$ cat config.mk
export PLATFORM = sky130hd
export DESIGN_NAME = mem_access_unit
export DESIGN_NICKNAME = d
export VERILOG_FILES = /design/src/rtl/mau_pkg.sv /design/src/rtl/mau_lane_align.sv /design/src/rtl/mem_access_unit.sv
export SDC_FILE = /design/constraint.sdc
export NUM_CORES = 1
export LEC_CHECK = 0
export CAP_MARGIN = 20
export CORE_MARGIN = 5
export CORE_UTILIZATION = 50
export CTS_BUF_LIST = sky130_fd_sc_hd__clkbuf_8
export CTS_CLUSTER_SIZE = 8
export DETAILED_ROUTE_END_ITERATION = 7
export PLACE_DENSITY = 0.84
export SLEW_MARGIN = 25
export SYNTH_ARGS = -nofsm -noshare
export SYNTH_HDL_FRONTEND = slang
export SYNTH_HIERARCHICAL = 1
export SYNTH_SLANG_ARGS = --single-unit
$ cat constraint.sdc
create_clock -name clk -period 5.79 [get_ports clk]
set_input_delay 0.8685 -clock clk [delete_from_list [all_inputs] [get_ports clk]]
set_output_delay 0.8685 -clock clk [all_outputs]
set_load 0.02 [all_outputs]
$ cat src/rtl/mau_pkg.sv
// mau_pkg: shared types and helpers for the MEM-stage load/store unit
package mau_pkg;
  typedef enum logic [1:0] {SZ_BYTE = 2'b00, SZ_HALF = 2'b01, SZ_WORD = 2'b10, SZ_RSVD = 2'b11} size_e;
  typedef enum logic [2:0] {IDLE, LOAD, RMW_RD, STORE, ERR, RESP} state_e;
  function automatic logic is_misaligned(input logic [1:0] addr, input size_e size);
    return size == SZ_RSVD || (size == SZ_HALF && addr[0]) || (size == SZ_WORD && addr != 2'b00);
  endfunction
endpackage

$ cat src/rtl/mau_lane_align.sv
// mau_lane_align: byte-lane extraction (load) and merge (sub-word store); ports rdata/offset/size/sgn -> ext, old/wdata -> merged
module mau_lane_align
  import mau_pkg::*;
#(
  parameter int DATA_W = 32
) (
  input  logic [DATA_W-1:0] rdata,
  input  logic [1:0]        offset,
  input  size_e             size,
  input  logic              sgn,
  input  logic [DATA_W-1:0] old,
  input  logic [DATA_W-1:0] wdata,
  output logic [DATA_W-1:0] ext,
  output logic [DATA_W-1:0] merged
);
  logic [DATA_W-1:0] sh, mask;
  logic [4:0] bits;
  always_comb begin
    bits = size == SZ_HALF ? {offset[1], 4'b0} : {offset, 3'b0};
    sh = rdata >> bits;
    ext = size == SZ_BYTE ? {{(DATA_W-8){sgn & sh[7]}}, sh[7:0]} :
          size == SZ_HALF ? {{(DATA_W-16){sgn & sh[15]}}, sh[15:0]} : rdata;
    mask = (size == SZ_BYTE ? DATA_W'(8'hFF) : DATA_W'(16'hFFFF)) << bits;
    merged = (old & ~mask) | ((wdata << bits) & mask);
  end
endmodule

$ cat src/rtl/mem_access_unit.sv
// mem_access_unit: MEM-stage load/store controller; req_* in, rsp_* out, mem_* to word-wide memory; MAU_MISALIGN_CHECK_EN enables the error path
module mem_access_unit
  import mau_pkg::*;
#(
  parameter int ADDR_W = 32,
  parameter int DATA_W = 32
) (
  input  logic              clk,
  input  logic              reset,
  input  logic              req_valid,
  output logic              req_ready,
  input  logic              req_write,
  input  logic [1:0]        req_size,
  input  logic              req_signed,
  input  logic [ADDR_W-1:0] req_addr,
  input  logic [DATA_W-1:0] req_wdata,
  output logic              rsp_valid,
  input  logic              rsp_ready,
  output logic [DATA_W-1:0] rsp_rdata,
  output logic              rsp_err,
  output logic [ADDR_W-1:0] mem_addr,
  output logic [DATA_W-1:0] mem_wdata,
  output logic              mem_write,
  output logic              mem_read,
  input  logic [DATA_W-1:0] mem_rdata
);
  state_e state, nxt, start;
  size_e size, in_size, lat_size;
  logic [ADDR_W-1:0] addr, lat_addr;
  logic [DATA_W-1:0] wdata, merge_q, ext, merged;
  logic sgn, acc, bad;
  assign in_size = size_e'(req_size);
  assign acc = req_valid && req_ready;
`ifdef MAU_MISALIGN_CHECK_EN
  logic err_q;
  assign bad = is_misaligned(req_addr[1:0], in_size);
  assign lat_size = in_size;
  assign lat_addr = req_addr;
  assign rsp_err = err_q;
`else
  // Without checking, reserved size acts as word and the address snaps down to natural alignment
  assign bad = 1'b0;
  assign lat_size = in_size == SZ_RSVD ? SZ_WORD : in_size;
  assign lat_addr = {req_addr[ADDR_W-1:2],
                     lat_size == SZ_WORD ? 1'b0 : req_addr[1],
                     lat_size == SZ_BYTE ? req_addr[0] : 1'b0};
  assign rsp_err = 1'b0;
`endif
  assign start = bad ? ERR : !req_write ? LOAD : lat_size == SZ_WORD ? STORE : RMW_RD;
  always_ff @(posedge clk or posedge reset)
    if (reset) state <= IDLE;
    else state <= nxt;
  always_comb
    nxt = state == IDLE   ? (acc ? start : IDLE) :
          state == RMW_RD ? STORE :
          state == RESP   ? (rsp_ready ? IDLE : RESP) : RESP;
  always_comb begin
    req_ready = state == IDLE;
    rsp_valid = state == RESP;
    mem_read = state == LOAD || state == RMW_RD;
    mem_write = state == STORE;
    mem_addr = mem_read || mem_write ? {addr[ADDR_W-1:2], 2'b00} : '0;
    mem_wdata = mem_write ? (size == SZ_WORD ? wdata : merged) : '0;
  end
  always_ff @(posedge clk or posedge reset)
    if (reset) begin
      addr <= '0;
      size <= SZ_BYTE;
      sgn <= 1'b0;
      wdata <= '0;
      merge_q <= '0;
      rsp_rdata <= '0;
    end else begin
      if (acc) begin
        addr <= lat_addr;
        size <= lat_size;
        sgn <= req_signed;
        wdata <= req_wdata;
        rsp_rdata <= '0;
      end
      if (state == LOAD) rsp_rdata <= ext;
      if (state == RMW_RD) merge_q <= mem_rdata;
    end
`ifdef MAU_MISALIGN_CHECK_EN
  always_ff @(posedge clk or posedge reset)
    if (reset) err_q <= 1'b0;
    else if (acc) err_q <= 1'b0;
    else if (state == ERR) err_q <= 1'b1;
`endif
  mau_lane_align #(.DATA_W(DATA_W)) u_align (
    .rdata(mem_rdata), .offset(addr[1:0]), .size(size), .sgn(sgn),
    .old(merge_q), .wdata(wdata), .ext(ext), .merged(merged)
  );
endmodule

==> metrics.cfg <==
[worst_setup_path]
crit_type = register to primary output
startpoint_type = register
reg2reg_from = addr[1]
critPathMaxFanout = 18
cp_cell_sequence = nand2b_1 -> nand2_2 -> mux2i_1 -> o21ai_0 -> nand2_1 -> a21oi_1 -> clkdlybuf4s50_1
crit_arrival_ns = 3.33
path_delay_family = flip-flops
worstSetupEndpointType = primary output
regToRegEndpoint = rsp_rdata[4]
path_buf_inv = 1
critPathRequiredTime_ns = 4.92
slowest_delay_ns = 0.77
critPathSlowestCell = dfrtp_1
reg2reg_depth = 4
rrSetupSlack_ns = 3.09

[power_and_ir_drop]
p_seq_frac = 0.361
power.leakage_nw = 4.19
pwr-share-clk = 0.164
p_int_mw = 2.86
pwr-share-comb = 0.476
power.density_nw_per_um2 = 499
max-vdd-ir-drop_v = 0.000235
netSwitchingFraction = 0.398
switchingPower_mw = 1.89

[layout]
drive_gt1_frac = 0.187
syn2layout_area_growth_pct = 34.6
fin_nets = 935
diodes = 0
fillers = 1028

[timing]
period_share = 0.725
period_minus_slack_ns = 4.19
rsz0062_at_grt = false
skew_ns = 0.00672
relSlewSlack = 0.354
worstMarginPinSlew_ns = 0.966
finalSetupViolCount = 0
clock.fmax_mhz = 238
setup_slack_ns = 1.60
hold_viol_final = 0
setup_tns_ns = 0
slew_violations = 0

[route]
drc = 0
drtIter0Drc = 551
post_drt_wl_per_cell_um = 21.0
vias_per_cell = 5.85
vias = 5988
detail-route-antenna-nets = 0
drt-total-wl_um = 21500
drt_first_pass_iters = 5

[die]
core_um2 = 13900
rows = 43
die_h_um = 129
start_util = 0.510
die_w_um = 129
die-area_um2 = 16600
io_pins = 205

[global_routing]
gr-total-overflow = 0
grt_pass1_vias = 6065
met1_usage = 0.344
globalRoute.busiestLayer = met2
grt_start_max_net_pins = 80
grt_usage = 0.256
met3_usage = 0.0598
met2_usage = 0.413
grt_pass1_wl_um = 32900
grt_antenna_before_repair = 0

[synthesis]
synth_seq_cells = 134
synthesis.area_um2 = 7080
ys_seq_area_frac = 0.473
synth.top_cell.area_share = 0.473
synthCells = 654
synth_cell_types = 42
yosysTopAreaCell = dfrtp_1
synth_area_leaders = dfrtp_1 47%, mux2_2 14%, nand2_1 6.0%, a22o_1 4.9%, mux2_4 4.2%
yosysWarningCount = 6
syn_avg_cell_area_um2 = 10.8

[cts]
numCtsBuffers = 17
clock_path_buffers = 2
post_cts_resized = 0
insertion_delay_ns = 0.44
cts_tree = built
cts_num_sinks = 134
cts-root-buf = clkbuf_8
htree_levels = 4
clk_pin_slew_ns = 0.07
cts_hold_buf = 0
post_cts_buffers = 0

[min_path]
whs_path_depth = 1
hold_path.class = register to register
min_from = addr[9]
min_to = addr[9]

[placement]
dpl.hpwl_um = 15900
dp_slack_ns = 2.14
port_buffers = 201
finalWeightedCongestion = 0.913

[job]
maxCapViolations = 0

[outcome]
outcome = complete, no violations

worst reg2reg max path, delay by kind of cell, from the launching register on:
family                 cells  cell delay [ns]
AND/OR/NAND/NOR            1             0.82
buffers and inverters      1             0.31
AO/OA/AOI/OAI              2             0.57
flip-flops                 1             0.89
final cells by class:
cell class / instances / area [um^2] / area share
Timing Repair Buffer: 211 / 2090 / 0.219
Multi-Input combinational cell: 460 / 3430 / 0.360
Clock inverter: 11 / 125 / 0.0131
Clock buffer: 20 / 275 / 0.0289
Sequential cell: 134 / 3350 / 0.352
Inverter: 7 / 31.3 / 0.00328
Tap cell: 180 / 225 / 0.0236
cell usage in the layout, fill, tap and decap left out, types with 2 or more instances in the layout:
master             n
a211oi_1           8
a21oi_1           41
a221o_1            8
a221oi_1           7
a22o_1            40
and2_1            30
and3_1             8
buf_4             10
bufinv_16          2
clkbuf_8          20
clkdlybuf4s50_1  201
clkinv_2           2
clkinv_4           3
conb_1             3
dfrtp_1          134
inv_1              6
inv_6              3
mux2_2            85
mux2_4            20
mux2i_1           24
nand2_1          114
nand2b_1           3
nand3_1            2
nand3b_1           3
nor2_1             8
nor2b_1            7
o21ai_0           22
o22ai_1            7
o31ai_1            2
worst max path at each step:
stage,to,startpoint,slack [ns],cells past startpoint
3_3_place_gp,mem_wdata[10],size[0],2.24,7
4_1_cts,mem_wdata[10],size[0],1.65,7
6_report,mem_wdata[8],size[0],1.60,7
2_1_floorplan,addr[0],reset,1.34,1
3_5_place_dp,mem_wdata[10],size[0],2.14,7
5_1_grt,mem_wdata[10],size[0],1.41,7
cell families (layout without fill, tap and decap cells):
kind of cell | count (synthesis) | count (layout) | synth area share
buf+inv | 62 | 249 | 0.0486
other cells | 1 | 3 | 0.000530
compound gates | 140 | 140 | 0.136
flops | 134 | 134 | 0.473
simple gates | 186 | 186 | 0.126
xor+xnor | 1 | 1 | 0.00124
mux | 130 | 130 | 0.215
stage by stage:
stage / instances / hold WS [ns] / utilization / total power [mW] / area, um^2
4_1_cts: 1023 / 0.506 / 0.686 / 4.75 / 9530
2_1_floorplan: 656 / 0.472 / - / 3.17 / 7090
3_3_place_gp: 992 / 0.481 / 0.656 / 3.86 / 9100
5_1_grt: 1023 / 0.517 / 0.687 / 5.03 / 9530
3_5_place_dp: 992 / 0.486 / 0.657 / 3.96 / 9130
6_report: 1023 / 0.502 / 0.687 / 4.76 / 9530
power groups by stage:
| stage | Combinational (mW) | Sequential, mW | Clock (mW) |
|---|---|---|---|
| 2_1_floorplan | 1.55 | 1.62 | 0 |
| 3_3_place_gp | 2.17 | 1.68 | 0 |
| 3_5_place_dp | 2.24 | 1.71 | 0 |
| 4_1_cts | 2.25 | 1.70 | 0.796 |
| 5_1_grt | 2.43 | 1.77 | 0.832 |
| 6_report | 2.26 | 1.71 | 0.780 |
cells in the mapped netlist (all sizes together):
cell type / instances
clkbuf: 24
a21o: 1
inv: 7
conb: 1
nand3: 2
and2: 30
a211oi: 8
mux4: 1
mux2i: 24
dfrtp: 134
nor2b: 9
nand4b: 1
a22oi: 1
a21oi: 42
nor4b: 1
o22ai: 7
xnor2: 1
nor4bb: 1
buf: 31
a221o: 8
nand2: 115
o31ai: 2
nand3b: 3
a22o: 40
a221oi: 7
o21ai: 24
nor2: 8
and3: 8
mux2: 105
nor3: 1
nor3b: 2
nand2b: 4
and3b: 1
metal layers:
layer  up-vias  share of wire
met4         0          0.027
met3        47          0.075
met2       298           0.48
li1       2663              -
met5         -              0
met1      2980           0.42
sequential cells by signal (all words and copies together) (netlist names):
| register | count |
|---|---|
| wdata | 32 |
| addr | 32 |
| state | 3 |
| rsp_rdata | 32 |
| merge_q | 32 |
| sgn | 1 |
| size | 2 |
No activity file was read; power rests on OpenSTA's default activity.
